[config.mk]
export PLATFORM = sky130hd
export DESIGN_NAME = result_view_controller
export DESIGN_NICKNAME = d
export VERILOG_FILES = /design/src/rtl/result_view_controller_pkg.sv /design/src/rtl/result_view_controller_key_debounce.sv /design/src/rtl/result_view_controller.sv
export SDC_FILE = /design/constraint.sdc
export NUM_CORES = 1
export LEC_CHECK = 0
export ABC_AREA = 1
export CAP_MARGIN = 20
export CORE_MARGIN = 2
export CORE_UTILIZATION = 55
export DETAILED_ROUTE_END_ITERATION = 16
export HOLD_SLACK_MARGIN = 0.15
export PLACE_DENSITY = 0.79
export SLEW_MARGIN = 20
export SYNTH_ARGS = -nofsm -noshare
export SYNTH_HDL_FRONTEND = slang
export SYNTH_SLANG_ARGS = --single-unit
[constraint.sdc]
create_clock -name clk -period 2.4 [get_ports clk]
set_input_delay 0.48 -clock clk [delete_from_list [all_inputs] [get_ports clk]]
set_output_delay 0.48 -clock clk [all_outputs]
set_load 0.005 [all_outputs]
[src/rtl/result_view_controller_pkg.sv]
// Shared encodings for the calculator output-stage view sequencer.
// Latency: n/a (types, constants and pure helper functions only).
// Backpressure: n/a.
package result_view_controller_pkg;

    localparam logic [1:0] VIEW_ARITH = 2'b00;
    localparam logic [1:0] VIEW_LOGIC = 2'b01;
    localparam logic [1:0] VIEW_CMP   = 2'b10;

    typedef enum logic {
        MODE_MANUAL = 1'b0,
        MODE_AUTO   = 1'b1
    } mode_e;

    typedef enum logic {
        DB_IDLE    = 1'b0,
        DB_PRESSED = 1'b1
    } db_state_e;

    // ARITH -> LOGIC -> CMP -> ARITH; the unused code 2'b11 falls back to ARITH
    function automatic logic [1:0] next_view(input logic [1:0] v);
        case (v)
            VIEW_ARITH: next_view = VIEW_LOGIC;
            VIEW_LOGIC: next_view = VIEW_CMP;
            default:    next_view = VIEW_ARITH;
        endcase
    endfunction

    // LED one-hot for the view, ARITH in the MSB
    function automatic logic [2:0] view_onehot(input logic [1:0] v);
        case (v)
            VIEW_LOGIC: view_onehot = 3'b010;
            VIEW_CMP:   view_onehot = 3'b001;
            default:    view_onehot = 3'b100;
        endcase
    endfunction

endpackage

[src/rtl/result_view_controller_key_debounce.sv]
// Synchronizes one raw active-low pushbutton and emits one pulse per accepted press.
// Latency: pin low before edge k -> press_o high after edge k+1+DEBOUNCE_CYCLES.
// Backpressure: none; the pulse is a single cycle and is never held.
module key_debounce
    import result_view_controller_pkg::*;
#(
    parameter logic [15:0] DEBOUNCE_CYCLES = 16'd50000
) (
    input  logic clk,
    input  logic rst_n,
    input  logic key_n_i,
    output logic press_o
);

    localparam logic [15:0] CNT_LAST = DEBOUNCE_CYCLES - 16'd1;

    logic        sync1_q;
    logic        sync2_q;
    db_state_e   state_q;
    logic [15:0] cnt_q;
    logic        press_q;

    // Synchronizer plus debounce FSM: the counter tracks the run length of the
    // level opposite to the current state; any sample of the other level restarts it.
    always_ff @(posedge clk) begin
        if (!rst_n) begin
            sync1_q <= 1'b1;
            sync2_q <= 1'b1;
            state_q <= DB_IDLE;
            cnt_q   <= '0;
            press_q <= 1'b0;
        end else begin
            sync1_q <= key_n_i;
            sync2_q <= sync1_q;
            press_q <= 1'b0;
            case (state_q)
                DB_IDLE: begin
                    if (sync2_q) begin
                        cnt_q <= '0;
                    end else if (cnt_q == CNT_LAST) begin
                        cnt_q   <= '0;
                        press_q <= 1'b1;
                        state_q <= DB_PRESSED;
                    end else begin
                        cnt_q <= cnt_q + 16'd1;
                    end
                end
                DB_PRESSED: begin
                    if (!sync2_q) begin
                        cnt_q <= '0;
                    end else if (cnt_q == CNT_LAST) begin
                        cnt_q   <= '0;
                        state_q <= DB_IDLE;
                    end else begin
                        cnt_q <= cnt_q + 16'd1;
                    end
                end
                default: begin
                    cnt_q   <= '0;
                    state_q <= DB_IDLE;
                end
            endcase
        end
    end

    assign press_o = press_q;

endmodule

[src/rtl/result_view_controller.sv]
// Chooses which calculator result drives the hex display and LEDs (manual step / timed auto-scan).
// Latency: view/mode change one edge after a debounced pulse; disp_value/led lag view and sources by one cycle.
// Backpressure: none; pushbutton pulses and scan expiries are consumed in the cycle they occur.
module result_view_controller
    import result_view_controller_pkg::*;
#(
    parameter logic [15:0] DEBOUNCE_CYCLES = 16'd50000,
    parameter logic [25:0] SCAN_CYCLES     = 26'd50000000
) (
    input  logic       clk,
    input  logic       rst_n,
    input  logic [1:0] key_n,
    input  logic [8:0] arith_result,
    input  logic [7:0] logic_result,
    input  logic [3:0] cmp_result,
    output logic [1:0] view_sel,
    output logic [8:0] disp_value,
    output logic [9:0] led
);

    localparam logic [25:0] SCAN_LAST = SCAN_CYCLES - 26'd1;

    logic        mode_press;
    logic        view_press;
    logic        scan_wrap;

    mode_e       mode_q,  mode_d;
    logic [25:0] timer_q, timer_d;
    logic [1:0]  view_q,  view_d;
    logic [8:0]  disp_q,  disp_d;
    logic [9:0]  led_q,   led_d;

    key_debounce #(.DEBOUNCE_CYCLES(DEBOUNCE_CYCLES)) u_key_mode (
        .clk     (clk),
        .rst_n   (rst_n),
        .key_n_i (key_n[0]),
        .press_o (mode_press)
    );

    key_debounce #(.DEBOUNCE_CYCLES(DEBOUNCE_CYCLES)) u_key_view (
        .clk     (clk),
        .rst_n   (rst_n),
        .key_n_i (key_n[1]),
        .press_o (view_press)
    );

    // Next mode, view and scan timer; a key step and a timer expiry in the same
    // cycle merge into one step, and any step or mode change restarts the dwell.
    always_comb begin
        scan_wrap = (mode_q == MODE_AUTO) && (timer_q == SCAN_LAST);
        mode_d    = mode_q;
        if (mode_press) begin
            mode_d = (mode_q == MODE_AUTO) ? MODE_MANUAL : MODE_AUTO;
        end
        view_d = (view_press || scan_wrap) ? next_view(view_q) : view_q;
        if ((mode_d != MODE_AUTO) || mode_press || view_press || scan_wrap) begin
            timer_d = '0;
        end else begin
            timer_d = timer_q + 26'd1;
        end
    end

    // Output images, built from the current view so they trail view_sel by one cycle
    always_comb begin
        case (view_q)
            VIEW_LOGIC: disp_d = {1'b0, logic_result};
            VIEW_CMP:   disp_d = {5'b0, cmp_result};
            default:    disp_d = arith_result;
        endcase
        led_d = {(mode_q == MODE_AUTO), view_onehot(view_q), 2'b00,
                 (view_q == VIEW_CMP) ? cmp_result : 4'b0000};
    end

    // State and output registers
    always_ff @(posedge clk) begin
        if (!rst_n) begin
            mode_q  <= MODE_MANUAL;
            timer_q <= '0;
            view_q  <= VIEW_ARITH;
            disp_q  <= '0;
            led_q   <= 10'b01_0000_0000;
        end else begin
            mode_q  <= mode_d;
            timer_q <= timer_d;
            view_q  <= view_d;
            disp_q  <= disp_d;
            led_q   <= led_d;
        end
    end

    assign view_sel   = view_q;
    assign disp_value = disp_q;
    assign led        = led_q;

endmodule

**After elaboration in Yosys (flattened, before gate mapping)**

Cells that the tools add are included.

- Bits in registers: 88
- Input port bits: 25
- Output and inout bits: 21
- Logic and storage cells: 62

- Add/subtract/negate cells: 3
- Eq/ne operators: 5
- Muxes and demuxes: 23
- Bitwise logic cells: 4
- Reduce and logical (&&, ||, !) cells: 10

Operator list:

| cell | number |
|---|---|
| $mux 16 | 6 |
| $pmux 16 s2 | 2 |
| $add 16x1->16 const B | 2 |
| $eq 16x16->1 const B | 2 |
| $add 26x1->26 const B | 1 |
| $eq 26x26->1 const B | 1 |
| $pmux 9 s2 | 1 |
| $mux 1 | 10 |
| $pmux 3 s2 | 1 |
| $reduce_or 2->1 | 3 |
| $logic_or 1x1->1 | 4 |
| $not 1->1 | 4 |
| $pmux 1 s2 | 2 |
| $pmux 2 s2 | 1 |
| $eq 2x1->1 const B | 1 |
| $eq 2x2->1 const B | 1 |
| $logic_not 2->1 | 1 |
| $reduce_and 2->1 | 1 |
| $logic_and 1x1->1 | 1 |

**Longest topological paths before layout**

Gate-level depths: netlist of run 1.

- Word-level depth: 7
- Mapped depth: 9
- Depth with buffers taken out: 9

**Cells and area by module**

From an unflattened synthesis of run 1, not the netlist that was laid out.

- Cell total of the unflattened synthesis: 569
- Area total of the unflattened synthesis: 4,101.4 um2

Modules (own cells, without submodules):

| module | instances | cells each | area each (um2) | sequential area each (um2) |
|---|---|---|---|---|
| result_view_controller | 1 | 309 | 2,229.6 | 920.9 |
| key_debounce | 2 | 130 | 935.9 | 400.4 |

**Worst setup path after synthesis of run 1**

OpenSTA, ideal clock, no wires.

- Path kind: register to register
- From: register timer_q[0]
- To: register timer_q[12]
- Library setup time: 0.116 ns
- Arrival time: 1.309 ns
- Data required time: 2.284 ns
- Slack: 0.975 ns
- Cell stages (with the launch flop): 10
- Path buffers: 1
- Period minus slack after synthesis: 1.425 ns
- Cell sequence: dfxtp_1 -> ha_1 -> nand2_2 -> nor2_4 -> nand2_2 -> nor2_1 -> nand2_2 -> nand4_4 -> buf_6 -> nor2_1

- Longest elaborated chain between the ends: 4
- Elaborated cells between the ends (all ways): 5
- Classes of those cells: add/sub (1); eq/ne (1); reduce/logical (3)

RTL lines:

| what | RTL line | RTL |
|---|---|---|
| start: declaration | result_view_controller.sv:28 | `logic [25:0] timer_q, timer_d;` |
| start signal: assignment | result_view_controller.sv:84 | `timer_q <= timer_d;` |
| branches (longest 4 deep; another with $add 26x1->26) | -- |  |

Several ways; the timed one is not identified.
A chain may end at the register's enable or synchronous reset.

**Final worst setup path of run 1**

- From: register view_q[1], in the netlist view_sel[1]
- To: output view_sel[1]

RTL lines:

| what | RTL line | RTL |
|---|---|---|
| start: declaration | result_view_controller.sv:29 | `logic [1:0] view_q, view_d;` |
| start signal: assignment | result_view_controller.sv:85 | `view_q <= view_d;` |
| end: declaration | result_view_controller.sv:16 | `output logic [1:0] view_sel,` |

No word-level cell between the ends.

==> results.toml, run 1 <==
[clock_tree]
clk_latency_ns = 0.36
clkTransAtPathRegs_ns = 0.09
cts_resized = 0
clockRootBuffer = "clkbuf_8"
clock_sinks = 86
cts_tree = "built"
cts_buffers = 9
cts_hold_buf = 0
ctsHtreeMaxLevel = 3
clk_path_buf_depth = 2
cts_setup_buffers = 0

[hold_path]
min_path_type = "register to register"
hold_depth = 1
hold_start = "u_key_view.sync1_q"
hold_end = "u_key_view.sync2_q"

[critical_path]
crit_required_ns = 1.92
r2r-start = "u_key_view.cnt_q[8]"
end_kind = "primary output"
path_max_fanout = 4
crit_chain = "clkdlybuf4s50_1"
reg2reg_setup_slack_ns = 0.73
path_delay_family = "buffers and inverters"
arrival_ns = 1.31
crit_path_top_delay_cell = "clkdlybuf4s50_1"
cp-start-kind = "register"
rr_worst_depth = 9
reg2reg_to = "u_key_view.cnt_q[14]"
worstSetupPathType = "register to primary output"
cpPeakStageDelay_ns = 0.53
worst-path-buf-inv = 1

[finish]
syn2layout_area_growth_pct = 17.5
fill_cells = 604
drive_gt1_share_pct = 5.84
layoutNonFillerInstCount = 695
diodes = 0
fin_util_pct = 67.3
final_area_um2 = 4620
final_nets = 628

[detailed_routing]
wirelength_mm = 7.70
drtIter0Drc = 130
vias = 3358
wl_met3_um = 225
drt-met1-wl_mm = 3.65
dr.pass1.iters = 5
top_layer_used = "met4"
post_drt_wl_per_cell_um = 11.1
wl_met2_mm = 3.67
drc = 0
via_per_inst = 4.83
ant_nets = 0

[timing]
tns_ns = 0
clock_skew_ns = 0.0127
fmaxAchievable_mhz = 559
post-route-min-period_ns = 1.79
setup_viol = 0
worst_slack_ns = 0.610
drv_slew = 0
hold_viol_final = 0
rsz0062_at_grt = "false"
period_share_pct = 74.6

[power]
p_per_area_nw_per_um2 = 535
leakage_nw = 1.73
power_switching_w = 0.000566
p_clk_share_pct = 38.1
swShare_pct = 22.9
intPower_w = 0.00191
p_seq_share_pct = 58.2
max-vdd-ir-drop_mv = 0.354
combPwrFrac_pct = 3.6

[synth]
synth.top_cell.area_share_pct = 43.8
ys_dominant_reg_cell = "dfxtp_1"
syn_inst = 547
ys_seq_area_share_pct = 43.8
yosysWarnings = 0
synth-edff-count = 0
yosys.area.top_type = "dfxtp_1"
ys_ff_latch = 86
synth_common_cells = "nor2_1 (118), nand2_1 (114), dfxtp_1 (86), inv_1 (71), nand3_1 (42)"
netlist-cell-type-count = 29
synthTopCellsByArea = "dfxtp_1 (44%), nor2_1 (11%), nand2_1 (11%), inv_1 (6.8%), nand3_1 (5.3%)"
syn-mean-instance-area_um2 = 7.19
synthMostInstantiatedCell = "nor2_1"
ys_async_sr_fraction_pct = 0
syn-cell-area_um2 = 3940

[floorplan]
start_util_pct = 57.3
die_width_um = 88.6
fp.coreArea_um2 = 6870
ioPinCount = 46
die_h_um = 88.6
dieArea_um2 = 7850
rows = 30

[global_routing]
grt_pass1_wl_mm = 12.9
grt_pass1_vias = 3130
grt-ovfl-total = 0
grt.total_usage_pct = 20.7
antenna_found_initial = 0
grt_max_degree = 27

[placed_design]
portBuffers = 43
gp_congestion = 0.908
dp.cells = 679
pre_cts_ws_ns = 0.489
dp_hpwl_mm = 5.73
place_area_um2 = 4440

[run]
cap_viol_max_count = 0

[outcome]
outcome = "complete, no violations"
## flip-flops by register name, indices dropped and copies added, names as in the netlist, named ones only
signal,cells
u_key_view.sync1_q,1
u_key_mode.sync1_q,1
view_sel,2
u_key_view.press_o,1
u_key_view.sync2_q,1
timer_q,26
u_key_mode.press_o,1
mode_q,1
u_key_mode.sync2_q,1
led,8
u_key_view.cnt_q,16
disp_value,9
u_key_mode.cnt_q,16
## logic make-up after synthesis
family,share of synthesized area [%]
AOI/OAI and AO/OA,4.48
xor gates and xnor gates,6.45
adders and majority gates,2.86
buffers and inverters,8.39
DFF,43.8
other,0.0953
and+or+nand+nor,34.0
## worst max-delay path by stage
stage	to	from	cells past startpoint	slack (ns)
after floorplan	timer_q[12]	timer_q[0]	9	0.97
after global placement	u_key_view.cnt_q[14]	rst_n	7	0.51
after detailed placement	u_key_view.cnt_q[12]	rst_n	7	0.49
after CTS	view_sel[1]	view_sel[1]	1	0.60
after global routing	u_key_view.cnt_q[15]	u_key_view.cnt_q[0]	8	0.53
final	view_sel[1]	view_sel[1]	1	0.61
## cell type report
type                            count  area (µm²)  share of cell area, %
Multi-Input combinational cell    381        1890                   40.8
Inverter                           71         267                   5.77
Sequential cell                    86        1720                   37.2
Timing Repair Buffer               45         445                   9.64
Clock inverter                      6        43.8                  0.947
Clock buffer                       10         138                   2.98
Tap cell                           96         120                   2.60
## power by group through the flow
stage          combinational [W]  clock, W  sequential, W
4_1_cts                0.0000905  0.000970        0.00144
3_5_place_dp           0.0000901         0        0.00147
2_1_floorplan          0.0000296         0        0.00148
6_report               0.0000898  0.000943        0.00144
3_3_place_gp           0.0000891         0        0.00147
5_1_grt                0.0000982   0.00102        0.00144
## placed cells by master, fill, tap and decap left out, types with 15 or more instances in the layout
cell and count:
nor2_1 118, nand2_1 114, dfxtp_1 86, inv_1 71, clkdlybuf4s50_1 43, nand3_1 42, xor2_1 20, o21ai_0 15
## per-stage QoR
step                total power, W  hold slack (ns)
global route               0.00257            0.428
global placement           0.00156            0.398
CTS                        0.00250            0.420
floorplan                  0.00151            0.393
detailed placement         0.00156            0.400
finish                     0.00247            0.418
## per-layer routing
metal / global-route usage, % / vias up
li1: - / 1785
met1: 25.6 / 1502
met2: 34.9 / 58
met3: 3.36 / 13
met4: 10.2 / 0
met5: 0 / -
(Power assumes the default switching activity.)
==> run 2, diff against run 1 <==
clock period = 1.7 ns   (was 2.4 ns; I/O delays follow)
==> results.toml, run 2 (synthesis gave the netlist of run 1 again) <==
[critical_path]
cpPeakStageDelay_ns = 0.52
crit_required_ns = 1.36
crit_path_top_delay_cell = "clkdlybuf4s50_1"
path_max_fanout = 4
path_delay_family = "buffers and inverters"
cp-start-kind = "register"
arrival_ns = 1.27
crit_chain = "clkdlybuf4s50_1"
worstSetupPathType = "register to primary output"
end_kind = "primary output"
worst-path-buf-inv = 1

[detailed_routing]
dr.pass1.iters = 5
vias = 3493
post_drt_wl_per_cell_um = 12.0
wirelength_mm = 8.39
ant_nets = 0
drc = 0
drtIter0Drc = 140
via_per_inst = 5.00

[timing]
whs_ns = 0.424
drv_slew = 0
clock_skew_ns = 0.0127
worst_slack_ns = 0.0934
post-route-min-period_ns = 1.61
rsz0062_at_grt = "true"
period_share_pct = 94.5
fmaxAchievable_mhz = 622
hold_viol_final = 0
setup_viol = 0
tns_ns = 0

[finish]
largest_register_ffs = 26
multi_input_area_um2 = 1970
syn2layout_area_growth_pct = 20.7
final_area_um2 = 4750
top_regs = "timer_q: 26 flops, u_key_mode.cnt_q: 16 flops, u_key_view.cnt_q: 16 flops"
top_register = "timer_q"
final_nets = 633
fill_cells = 556
diodes = 0
register_area_um2 = 1720
final_common_cell = "nor2_1"
drive_gt1_share_pct = 7.13
layout_common_cells = "nor2_1 (116), nand2_1 (113), dfxtp_1 (85)"

[power]
max-vdd-ir-drop_mv = 0.441
power.total_w = 0.00370
p_per_area_nw_per_um2 = 779
leakage_nw = 1.76

[clock_tree]
ctsHtreeMaxLevel = 3
clk_latency_ns = 0.35
clk_path_buf_depth = 2
clock_sinks = 86
clockRootBuffer = "clkbuf_8"
clkTransAtPathRegs_ns = 0.09
cts_tree = "built"
cts_buffers = 9

[placed_design]
pre_cts_ws_ns = 0.00865
place_area_um2 = 4460
dp_hpwl_mm = 5.82
portBuffers = 43
gp_congestion = 0.861

[floorplan]
fp.coreArea_um2 = 6870
dieArea_um2 = 7850
rows = 30
start_util_pct = 57.3
die_width_um = 88.6
ioPinCount = 46
die_h_um = 88.6

[hold_path]
min_path_type = "register to register"

[global_routing]
grt_pass1_vias = 3109
antenna_found_initial = 0
grt.total_usage_pct = 20.9
grt_max_degree = 27
grt_pass1_wl_mm = 12.9
grt-ovfl-total = 0

[run]
cap_viol_max_count = 0

[outcome]
outcome = "complete, no violations"
[run 2: cell types whose count changed in the layout (fill, tap and decap cells not counted), sizes merged]
cell | before | now
nand4 | 11 | 14
clkinv | 2 | 0
clkinvlp | 1 | 2
buf | 2 | 4
inv | 74 | 72
bufinv | 0 | 2
[run 2: path summary, 6_finish.rpt]
check | endpoint | slack (ns) | cells after the start | from
max reg2reg | timer_q[22] | 0.11 | 8 | timer_q[1]
min | u_key_mode.sync2_q | 0.42 | 1 | u_key_mode.sync1_q
max | view_sel[1] | 0.09 | 1 | view_sel[1]
min reg2reg | u_key_mode.sync2_q | 0.42 | 1 | u_key_mode.sync1_q
[run 2: layout make-up]
type	instances	share of cell area [%]
clock buffer	10	2.69
clock inverter	5	1.77
inverter	71	5.61
multi-input combinational	384	41.4
sequential	86	36.3
tap	96	2.53
timing repair buffer	47	9.70
[run 2: power breakdown]
| group | switching (W) | leakage, nW | internal (W) |
|---|---|---|---|
| clock | 0.000706 | 0.0990 | 0.000825 |
| combinational | 0.0000493 | 0.964 | 0.0000845 |
| sequential | 0.00000463 | 0.697 | 0.00203 |
| total | 0.000760 | 1.76 | 0.00294 |
[run 2: routing by layer]
| metal | vias up | wire (µm) | global-route usage, % | part of all wire [%] |
|---|---|---|---|---|
| met1 | 1594 | 3700 | 25.2 | 44 |
| met3 | 15 | 360 | 3.92 | 4.3 |
| met2 | 82 | 4180 | 36.4 | 50 |
| met5 | - | 0 | 0 | 0 |
| li1 | 1802 | - | - | - |
| met4 | 0 | 144 | 8.54 | 1.7 |
[run 2: metrics by stage]
| stage | cells | util, % |
|---|---|---|
| global placement | 681 | 64.9 |
| CTS | 696 | 67.9 |
| finish | 699 | 69.1 |
| floorplan | 548 | - |
| detailed placement | 681 | 64.9 |
| global route | 699 | 69.1 |
[run 2: what timing repair did]
action / 4_1_cts / 5_1_grt
gates resized for setup: 0 / 9
setup endpoints to repair: 0 / 33
hold buffers: 0 / 0
setup buffers: 0 / 0
